<file path="config.mk">
export PLATFORM = sky130hd
export DESIGN_NAME = dec_pipe
export DESIGN_NICKNAME = d
export VERILOG_FILES = /design/src/rtl/dec_pkg.sv /design/src/rtl/dec_lfsr.sv /design/src/rtl/dec_pipe.sv
export SDC_FILE = /design/constraint.sdc
export NUM_CORES = 2
export LEC_CHECK = 0
export CAP_MARGIN = 25
export CORE_MARGIN = 2
export CORE_UTILIZATION = 57
export CTS_CLUSTER_DIAMETER = 40
export CTS_CLUSTER_SIZE = 28
export DETAILED_ROUTE_END_ITERATION = 8
export PLACE_DENSITY = 0.73
export SLEW_MARGIN = 30
export SYNTH_ARGS = -nofsm -noshare
export SYNTH_HDL_FRONTEND = slang
export SYNTH_SLANG_ARGS = --single-unit
</file>
<file path="constraint.sdc">
create_clock -name clk -period 17.2 [get_ports clk]
set_input_delay 5.16 -clock clk [delete_from_list [all_inputs] [get_ports clk]]
set_output_delay 5.16 -clock clk [all_outputs]
set_load 0.03 [all_outputs]
</file>
<file path="src/rtl/dec_pkg.sv">
// Shared decode-stage definitions: next-PC select encodings, instruction field
// positions and the opcode/function constants used by the MIPS decoder.
package dec_pkg;

    typedef enum logic [1:0] {
        BR_BRANCH = 2'b00,
        BR_JUMP   = 2'b01,
        BR_REG    = 2'b10,
        BR_SEQ    = 2'b11
    } br_sel_t;

    localparam int unsigned OP_MSB  = 31;
    localparam int unsigned OP_LSB  = 26;
    localparam int unsigned RS_MSB  = 25;
    localparam int unsigned RS_LSB  = 21;
    localparam int unsigned RT_MSB  = 20;
    localparam int unsigned RT_LSB  = 16;
    localparam int unsigned RD_MSB  = 15;
    localparam int unsigned RD_LSB  = 11;
    localparam int unsigned IMM_MSB = 15;
    localparam int unsigned FN_MSB  = 5;
    localparam int unsigned JT_MSB  = 25;

    localparam logic [5:0] OP_RTYPE = 6'h00;
    localparam logic [5:0] OP_J     = 6'h02;
    localparam logic [5:0] OP_JAL   = 6'h03;
    localparam logic [5:0] OP_BEQ   = 6'h04;
    localparam logic [5:0] OP_BNE   = 6'h05;
    localparam logic [5:0] OP_ADDI  = 6'h08;
    localparam logic [5:0] OP_LW    = 6'h23;
    localparam logic [5:0] OP_SW    = 6'h2B;

    localparam logic [5:0] FN_JR    = 6'h08;
    localparam logic [5:0] FN_ADD   = 6'h20;
    localparam logic [5:0] FN_SUB   = 6'h22;
    localparam logic [5:0] FN_SLT   = 6'h2A;

endpackage

</file>
<file path="src/rtl/dec_lfsr.sv">
// Galois LFSR used as the random-immediate source; right-shifting, seedable,
// and held while the decode stage is stalled. Never enters the all-zero state.
module dec_lfsr #(
    parameter int unsigned        LFSR_W    = 16,
    parameter logic [LFSR_W-1:0]  LFSR_TAPS = 16'hB400,
    parameter logic [LFSR_W-1:0]  LFSR_SEED = 16'h0001
) (
    input  logic              clk,
    input  logic              rst_n,
    input  logic              en,
    input  logic              load,
    input  logic [LFSR_W-1:0] seed,
    output logic [LFSR_W-1:0] value
);

    logic [LFSR_W-1:0] r_state;
    logic [LFSR_W-1:0] w_step;
    logic [LFSR_W-1:0] w_next;

    assign w_step = (r_state >> 1) ^ (r_state[0] ? LFSR_TAPS : '0);

    // A zero seed would lock the register up, so it is replaced by 1.
    always_comb begin
        w_next = r_state;
        if (load)
            w_next = (seed == '0) ? LFSR_W'(1) : seed;
        else if (en)
            w_next = w_step;
    end

    always_ff @(posedge clk or negedge rst_n) begin
        if (!rst_n)
            r_state <= LFSR_SEED;
        else
            r_state <= w_next;
    end

    assign value = r_state;

endmodule

</file>
<file path="src/rtl/dec_pipe.sv">
// MIPS decode stage: IF/ID register, register file with write-first bypass,
// forwarding muxes, immediate extension / LFSR immediate, next-PC targets, compares.
module dec_pipe
    import dec_pkg::*;
#(
    parameter int unsigned       XLEN      = 32,
    parameter int unsigned       NREG      = 32,
    parameter int unsigned       LFSR_W    = 16,
    parameter logic [LFSR_W-1:0] LFSR_TAPS = 16'hB400,
    parameter logic [LFSR_W-1:0] LFSR_SEED = 16'h0001,
    parameter bit                RF_BYPASS = 1'b1,
    localparam int unsigned      RA        = $clog2(NREG)
) (
    input  logic              clk,
    input  logic              reset,
    input  logic [31:0]       inst_F,
    input  logic [XLEN-1:0]   PC_plus_4_F,
    input  logic              valid_F,
    input  logic              stall_D,
    input  logic              flush_D,
    input  logic              rw,
    input  logic [RA-1:0]     write_add,
    input  logic [XLEN-1:0]   data_in,
    input  logic [XLEN-1:0]   alu_out_M,
    input  logic              forward_a_D,
    input  logic              forward_b_D,
    input  logic              unsignedD,
    input  logic              randomD,
    input  logic              usezeroD,
    input  logic [1:0]        branch_src,
    input  logic              seed_we,
    input  logic [LFSR_W-1:0] seed_in,
    output logic              valid_D,
    output logic [5:0]        opcode_D,
    output logic [5:0]        function_D,
    output logic [RA-1:0]     rs_D,
    output logic [RA-1:0]     rt_D,
    output logic [RA-1:0]     rd_D,
    output logic [XLEN-1:0]   src_a_D,
    output logic [XLEN-1:0]   src_b_D,
    output logic [XLEN-1:0]   sign_imm_D,
    output logic [XLEN-1:0]   next_br_D,
    output logic              a_eq_b_D,
    output logic              a_eq_z_D,
    output logic              a_gt_z_D,
    output logic              a_lt_z_D
);

    logic [31:0]       r_inst_D;
    logic [XLEN-1:0]   r_pc4_D;
    logic              r_valid_D;
    logic [XLEN-1:0]   r_rf [NREG];

    logic [RA-1:0]     w_rs;
    logic [RA-1:0]     w_rt;
    logic [XLEN-1:0]   w_rf_a;
    logic [XLEN-1:0]   w_rf_b;
    logic [XLEN-1:0]   w_src_a;
    logic [XLEN-1:0]   w_src_b;
    logic [XLEN-1:0]   w_ext;
    logic [XLEN-1:0]   w_imm;
    logic [XLEN-1:0]   w_next_br;
    logic [LFSR_W-1:0] w_lfsr;

    // Flush wins over stall so a squashed slot never survives a held pipeline.
    always_ff @(posedge clk or negedge reset) begin
        if (!reset) begin
            r_inst_D  <= '0;
            r_pc4_D   <= '0;
            r_valid_D <= 1'b0;
        end else if (flush_D) begin
            r_inst_D  <= '0;
            r_pc4_D   <= '0;
            r_valid_D <= 1'b0;
        end else if (!stall_D) begin
            r_inst_D  <= inst_F;
            r_pc4_D   <= PC_plus_4_F;
            r_valid_D <= valid_F;
        end
    end

    always_ff @(posedge clk or negedge reset) begin
        if (!reset) begin
            for (int unsigned i = 0; i < NREG; i++)
                r_rf[i] <= '0;
        end else if (rw && (write_add != '0)) begin
            r_rf[write_add] <= data_in;
        end
    end

    dec_lfsr #(
        .LFSR_W   (LFSR_W),
        .LFSR_TAPS(LFSR_TAPS),
        .LFSR_SEED(LFSR_SEED)
    ) u_lfsr (
        .clk  (clk),
        .rst_n(reset),
        .en   (!stall_D),
        .load (seed_we),
        .seed (seed_in),
        .value(w_lfsr)
    );

    assign w_rs = RA'(r_inst_D[RS_MSB:RS_LSB]);
    assign w_rt = RA'(r_inst_D[RT_MSB:RT_LSB]);

    always_comb begin
        w_rf_a = r_rf[w_rs];
        w_rf_b = r_rf[w_rt];
        if (RF_BYPASS && rw && (w_rs == write_add))
            w_rf_a = data_in;
        if (RF_BYPASS && rw && (w_rt == write_add))
            w_rf_b = data_in;
        if (w_rs == '0)
            w_rf_a = '0;
        if (w_rt == '0)
            w_rf_b = '0;
    end

    assign w_src_a = usezeroD ? '0 : (forward_a_D ? alu_out_M : w_rf_a);
    assign w_src_b = forward_b_D ? alu_out_M : w_rf_b;

    assign w_ext = unsignedD ? XLEN'(r_inst_D[IMM_MSB:0])
                             : XLEN'($signed(r_inst_D[IMM_MSB:0]));
    assign w_imm = randomD ? XLEN'(w_lfsr) : w_ext;

    always_comb begin
        w_next_br = r_pc4_D;
        case (br_sel_t'(branch_src))
            BR_BRANCH: w_next_br = r_pc4_D + {w_imm[XLEN-3:0], 2'b00};
            BR_JUMP:   w_next_br = {r_pc4_D[XLEN-1:28], r_inst_D[JT_MSB:0], 2'b00};
            BR_REG:    w_next_br = w_src_a;
            BR_SEQ:    w_next_br = r_pc4_D;
        endcase
    end

    assign valid_D    = r_valid_D;
    assign opcode_D   = r_inst_D[OP_MSB:OP_LSB];
    assign function_D = r_inst_D[FN_MSB:0];
    assign rs_D       = w_rs;
    assign rt_D       = w_rt;
    assign rd_D       = RA'(r_inst_D[RD_MSB:RD_LSB]);
    assign src_a_D    = w_src_a;
    assign src_b_D    = w_src_b;
    assign sign_imm_D = w_imm;
    assign next_br_D  = w_next_br;

    assign a_eq_b_D = (w_src_a == w_src_b);
    assign a_eq_z_D = (w_src_a == '0);
    assign a_lt_z_D = w_src_a[XLEN-1];
    assign a_gt_z_D = !w_src_a[XLEN-1] && (w_src_a != '0);

endmodule
</file>
## Word level (Yosys, flattened, before mapping)

Index checks and enable logic that the tools add are counted.

- Output and inout port bits: 160
- Bits of input ports: 163
- Register bits after elaboration: 1,105

- Muxes and demuxes: 29
- Reduce and logical (&&, ||, !) cells: 13
- Bitwise operators: 4
- Equality and inequality tests: 8
- Add/sub/neg operators: 1
- Order comparisons: 4

Operator list:

| cell | number |
|---|---|
| 1024-bit bitwise mux | 1 |
| 32-bit 2-to-1 mux | 18 |
| 32-bit binary-select mux with 5-bit select | 2 |
| 32-bit demux with 5-bit select | 1 |
| 32-bit case mux with 4 select lines | 1 |
| 16-bit 2-to-1 mux | 4 |
| 32-bit adder | 1 |
| 32-bit == test | 1 |
| 32-bit zero test | 1 |
| 32-bit nonzero test | 1 |
| 6-bit >= comparator, second input constant | 3 |
| 5-bit inverter with 6-bit output | 3 |
| 16-bit zero test | 1 |
| 15-bit by 16-bit XOR with 16-bit output | 1 |
| 5-bit == test | 2 |
| 5-bit zero test | 2 |
| 6-bit by 1-bit less-than comparator with 1-bit output, second input constant | 1 |
| 1-bit logical AND | 5 |
| 5-bit nonzero test | 1 |
| 2-bit == test, second input constant | 2 |
| 2-bit by 1-bit inequality test with 1-bit output, second input constant | 2 |
| 2-bit by 1-bit == test with 1-bit output, second input constant | 1 |
| 2-bit zero test | 1 |
| 1-bit 2-to-1 mux | 2 |
| 1-bit zero test | 1 |

## Longest topological paths before layout

- Word-level depth: 10
- Mapped depth: 17
- Gate-level depth less buffers: 13

## Cells and area by module

A second synthesis with hierarchy kept.

- Cell total of the unflattened synthesis: 4,358
- Area, all modules: 61,895.6 um2

Modules (own cells, without submodules):

| module | area each (um2) | cells an instance | times used |
|---|---|---|---|
| dec_pipe | 61,056.1 | 4,280 | 1 |
| dec_lfsr | 839.6 | 78 | 1 |

## Least setup slack after synthesis

OpenSTA, ideal clock, no wires.

- Path type: input-to-output
- From: in randomD
- To: out next_br_D[31]
- Arrival: 9,455 ps
- Stages on the path: 15
- Slack: 2,585 ps
- Path buffers: 2
- Path through: clkbuf_1 > nand2b_1 > nor2_1 > ha_1 > clkbuf_1 > a21o_1 > a21o_1 > a221oi_1 > o21a_1 > o21ai_0 > a21oi_1 > a21oi_1 > xnor2_1 > or4_1 > nand3_1

- Cells in the longest elaborated chain, start to end: 3

Ends and longest elaborated chain:

| element | line | text |
|---|---|---|
| start: declaration | dec_pipe.sv:28 | `input logic randomD,` |
| 32-bit 2-to-1 mux | dec_pipe.sv:125 | `assign w_imm = randomD ? XLEN'(w_lfsr) : w_ext;` |
| via sign_imm_D[16] | dec_pipe.sv:41 | `output logic [XLEN-1:0] sign_imm_D,` |
| 32-bit adder | dec_pipe.sv:130 | `BR_BRANCH: w_next_br = r_pc4_D + {w_imm[XLEN-3:0], 2'b00};` |
| 32-bit case mux with 4 select lines | dec_pipe.sv:129 | `case (br_sel_t'(branch_src))` |
| end: declaration | dec_pipe.sv:42 | `output logic [XLEN-1:0] next_br_D,` |

The timed path passes the listed nets, and every way through them passes these cells.

## Worst setup path after layout

- From: in randomD
- To: out next_br_D[30]

- Cells in the longest elaborated chain, start to end: 3

Ends and longest elaborated chain:

| element | line |
|---|---|
| 32-bit 2-to-1 mux | dec_pipe.sv:125 |
| 32-bit adder | dec_pipe.sv:130 |
| 32-bit case mux with 4 select lines | dec_pipe.sv:129 |

Every way passes these cells.

==> metrics.yaml <==
pwr-share-seq_pct: 40.4
rows: 120
cts_tree: "yes"
status: "complete, no violations"
rsz0062_at_grt: "false"
cp_max_fo: 14
wl_per_cell_um: 35.7
grt_remaining_overflow: 0
fmax_ghz: 0.0642
insertion_delay_ps: 770
synth_edf_count: 0
syn-num-nets: 4612
cts_max_level: 4
firstDrtPassIters: 7
leakage_uw: 0.0300
met3_usage_pct: 13.6
clockPowerShare_pct: 39.1
ys_types: 74
ys_ff_latch: 1105
dpl_cell_area_um2: 65800
finalHoldViolCount: 0
route.detailed.drc: 0
yosys_warnings: 0
root_buffer: "clkbuf_16"
p_comb_share_pct: 20.4
async_flop_share_pct: 100
clock_path_buffers: 3
finalCritPeriodShare_pct: 90.5
met2_usage_pct: 56.6
hold_ws_ps: 396
syn_inst: 4419
num_io_pins: 323
endpoint_kind: "primary output"
syn_area_per_cell_um2: 14.0
io_buffer_count: 322
synthFlopType: "dfrtp_1"
irDropWorstVdd_mv: 0.113
via_per_inst: 7.21
slew_violations: 0
finalInstanceArea_um2: 71300
die_h_um: 333
crit_type: "input pin to primary output"
clock_skew_ps: 24.8
nNetsFinal: 4730
grt_pass1_wl_mm: 314
antenna_found_initial: 6
gp_congestion: 0.972
grt_usage_pct: 39.2
grt_max_degree: 167
postCtsSetupRepairBufs: 0
core-area_um2: 107000
utilization_pct: 66.5
max_cap_violations: 0
switching_share_pct: 28.7
layout.cells.non_filler: 6071
grt_pass1_vias: 43800
dieArea_um2: 111000
vias: 43794
cts_sinks: 1105
top_usage_layer: "met2"
fillCellCount: 7557
grtUsageMet1_pct: 51.4
ant_nets: 0
postCtsHoldBufs: 0
internal_power_uw: 6070
hpwlAfterDp_mm: 136
period_minus_slack_ps: 15570
clkTransAtPathRegs_ps: 50
syn_area_um2: 61800
die_w_um: 333
tightest_slew_ps: 1140
p_sw_uw: 2450
drive_gt1_share_pct: 43.1
cp.required_ps: 12040
worstSetupStartpointType: "input pin"
drtIter0Drc: 5709
setup_viol: 0
ys_seq_area_share_pct: 44.8
relSlewSlack_pct: 23.9
initial_core_util_pct: 57.6
hp-class: "register to register"
power_density_nw_per_um2: 120
post_cts_resized: 0
fin_tns_setup_ps: 0
syn2layout_area_growth_pct: 15.4
cts_buffers: 153
routed_wl_mm: 217
cp.arrival_ps: 10410
dp_cells: 5781
[critical path, stage by stage]
cell and delay (ps):
clkdlybuf4s50_1 980, mux2_2 430, ha_1 380, a21o_1 150
a21oi_1 90, nor2b_1 160, o221ai_1 230, o31ai_1 780
a31o_2 310, a21oi_1 90, or3b_2 470, a31o_2 210
a21oi_1 230, clkdlybuf4s50_1 740
[flip-flops by register name, summed over array words and instances (netlist names)]
register and flops:
r_rf 1024, valid_D 1, u_lfsr.value 16, r_pc4_D 32, r_inst_D 32
[per-stage QoR]
stage                     power (uW)  setup slack, ps
after detailed placement        5170             1700
after floorplan                 4570             2590
after global placement          5100             1690
final                           8520             1630
after global routing            8790             1400
after CTS                       8500             1660
[power groups by stage]
stage / sequential, uW / combinational (uW) / clock (uW)
2_1_floorplan: 3330 / 1250 / 0
3_3_place_gp: 3430 / 1680 / 0
3_5_place_dp: 3460 / 1710 / 0
4_1_cts: 3420 / 1720 / 3360
5_1_grt: 3490 / 1830 / 3470
6_report: 3440 / 1740 / 3330
[logic make-up (layout without fill, tap and decap cells)]
logic type | Yosys count | in the layout | share of synthesized area [%]
AOI/OAI and AO/OA | 486 | 486 | 5.46
xor gates and xnor gates | 68 | 68 | 0.964
adders and majority gates | 30 | 30 | 0.620
buffers and inverters | 517 | 758 | 3.91
DFF | 1105 | 1105 | 44.8
muxes | 1763 | 1763 | 40.9
other | 0 | 8 | 0
and+or+nand+nor | 450 | 450 | 3.36
[final cells by class]
type | instances | area [um^2] | area share [%]
inverter | 18 | 70.1 | 0.0983
clock buffer | 189 | 4260 | 5.98
timing repair buffer | 462 | 4420 | 6.20
sequential | 1105 | 27700 | 38.8
antenna | 8 | 20.0 | 0.0281
clock inverter | 89 | 1130 | 1.59
multi-input combinational | 2797 | 31900 | 44.8
tap | 1403 | 1760 | 2.46
[cell usage after synthesis (10+ instances only)]
library cell,instances,area [um^2]
nor4_1,10,62.6
o21ai_1,12,60.1
o22ai_1,24,150
nand2_1,137,514
ha_1,29,363
nand3_1,36,180
mux2_2,1017,11500
inv_1,16,60.1
and2_1,11,68.8
nor2b_1,19,119
a211oi_1,12,90.1
nor3_1,11,55.1
mux2i_1,238,2380
a31oi_1,15,93.8
clkbuf_1,264,991
xnor2_1,50,438
a21oi_1,81,405
a21o_1,17,128
buf_4,75,563
dfrtp_1,1104,27600
buf_2,74,370
and3_1,14,87.6
mux4_2,508,11400
a221o_1,12,120
o21ai_0,70,350
nor2_1,155,582
a22oi_1,113,848
buf_1,73,274
a221oi_1,46,403
nand2b_1,13,81.3
nand4_1,11,68.8
buf_6,13,146
xor2_1,18,158
[cells in the final DEF (no fill, tap or decap), drive strengths merged, types with 7 or more instances in the layout]
master,instances
dfrtp,1104
mux2,1017
mux4,508
clkdlybuf4s50,314
mux2i,238
clkbuf,190
nor2,155
buf,147
nand2,137
a22oi,113
o21ai,82
a21oi,81
xnor2,50
inv,47
a221oi,46
nand3,36
clkinv,35
ha,29
o22ai,24
nor2b,19
xor2,18
a21o,17
bufinv,17
a31oi,15
and3,14
nand2b,13
a221o,12
a211oi,12
nor3,12
and2,11
nand4,11
nor4,11
a22o,9
diode,8
clkinvlp,8
o211ai,7
[final timing paths]
kind,to,from,slack [ps],cells past startpoint
worst max-delay path,next_br_D[30],randomD,1630,14
worst min-delay path,r_rf[1009],r_rf[1009],400,0
worst max register to register,r_inst_D[18],r_inst_D[18],15050,4
worst min register to register,r_rf[1009],r_rf[1009],400,0
max in group asynchronous,r_rf[223],reset,9890,5
min in group asynchronous,r_inst_D[3],reset,4400,1
[metal layers]
metal	share of wire, %	wire [um]
met3	12	26500
met2	44	95600
met5	0.021	45
met1	37	80500
met4	6.6	14200
(Power assumes the default switching activity.)
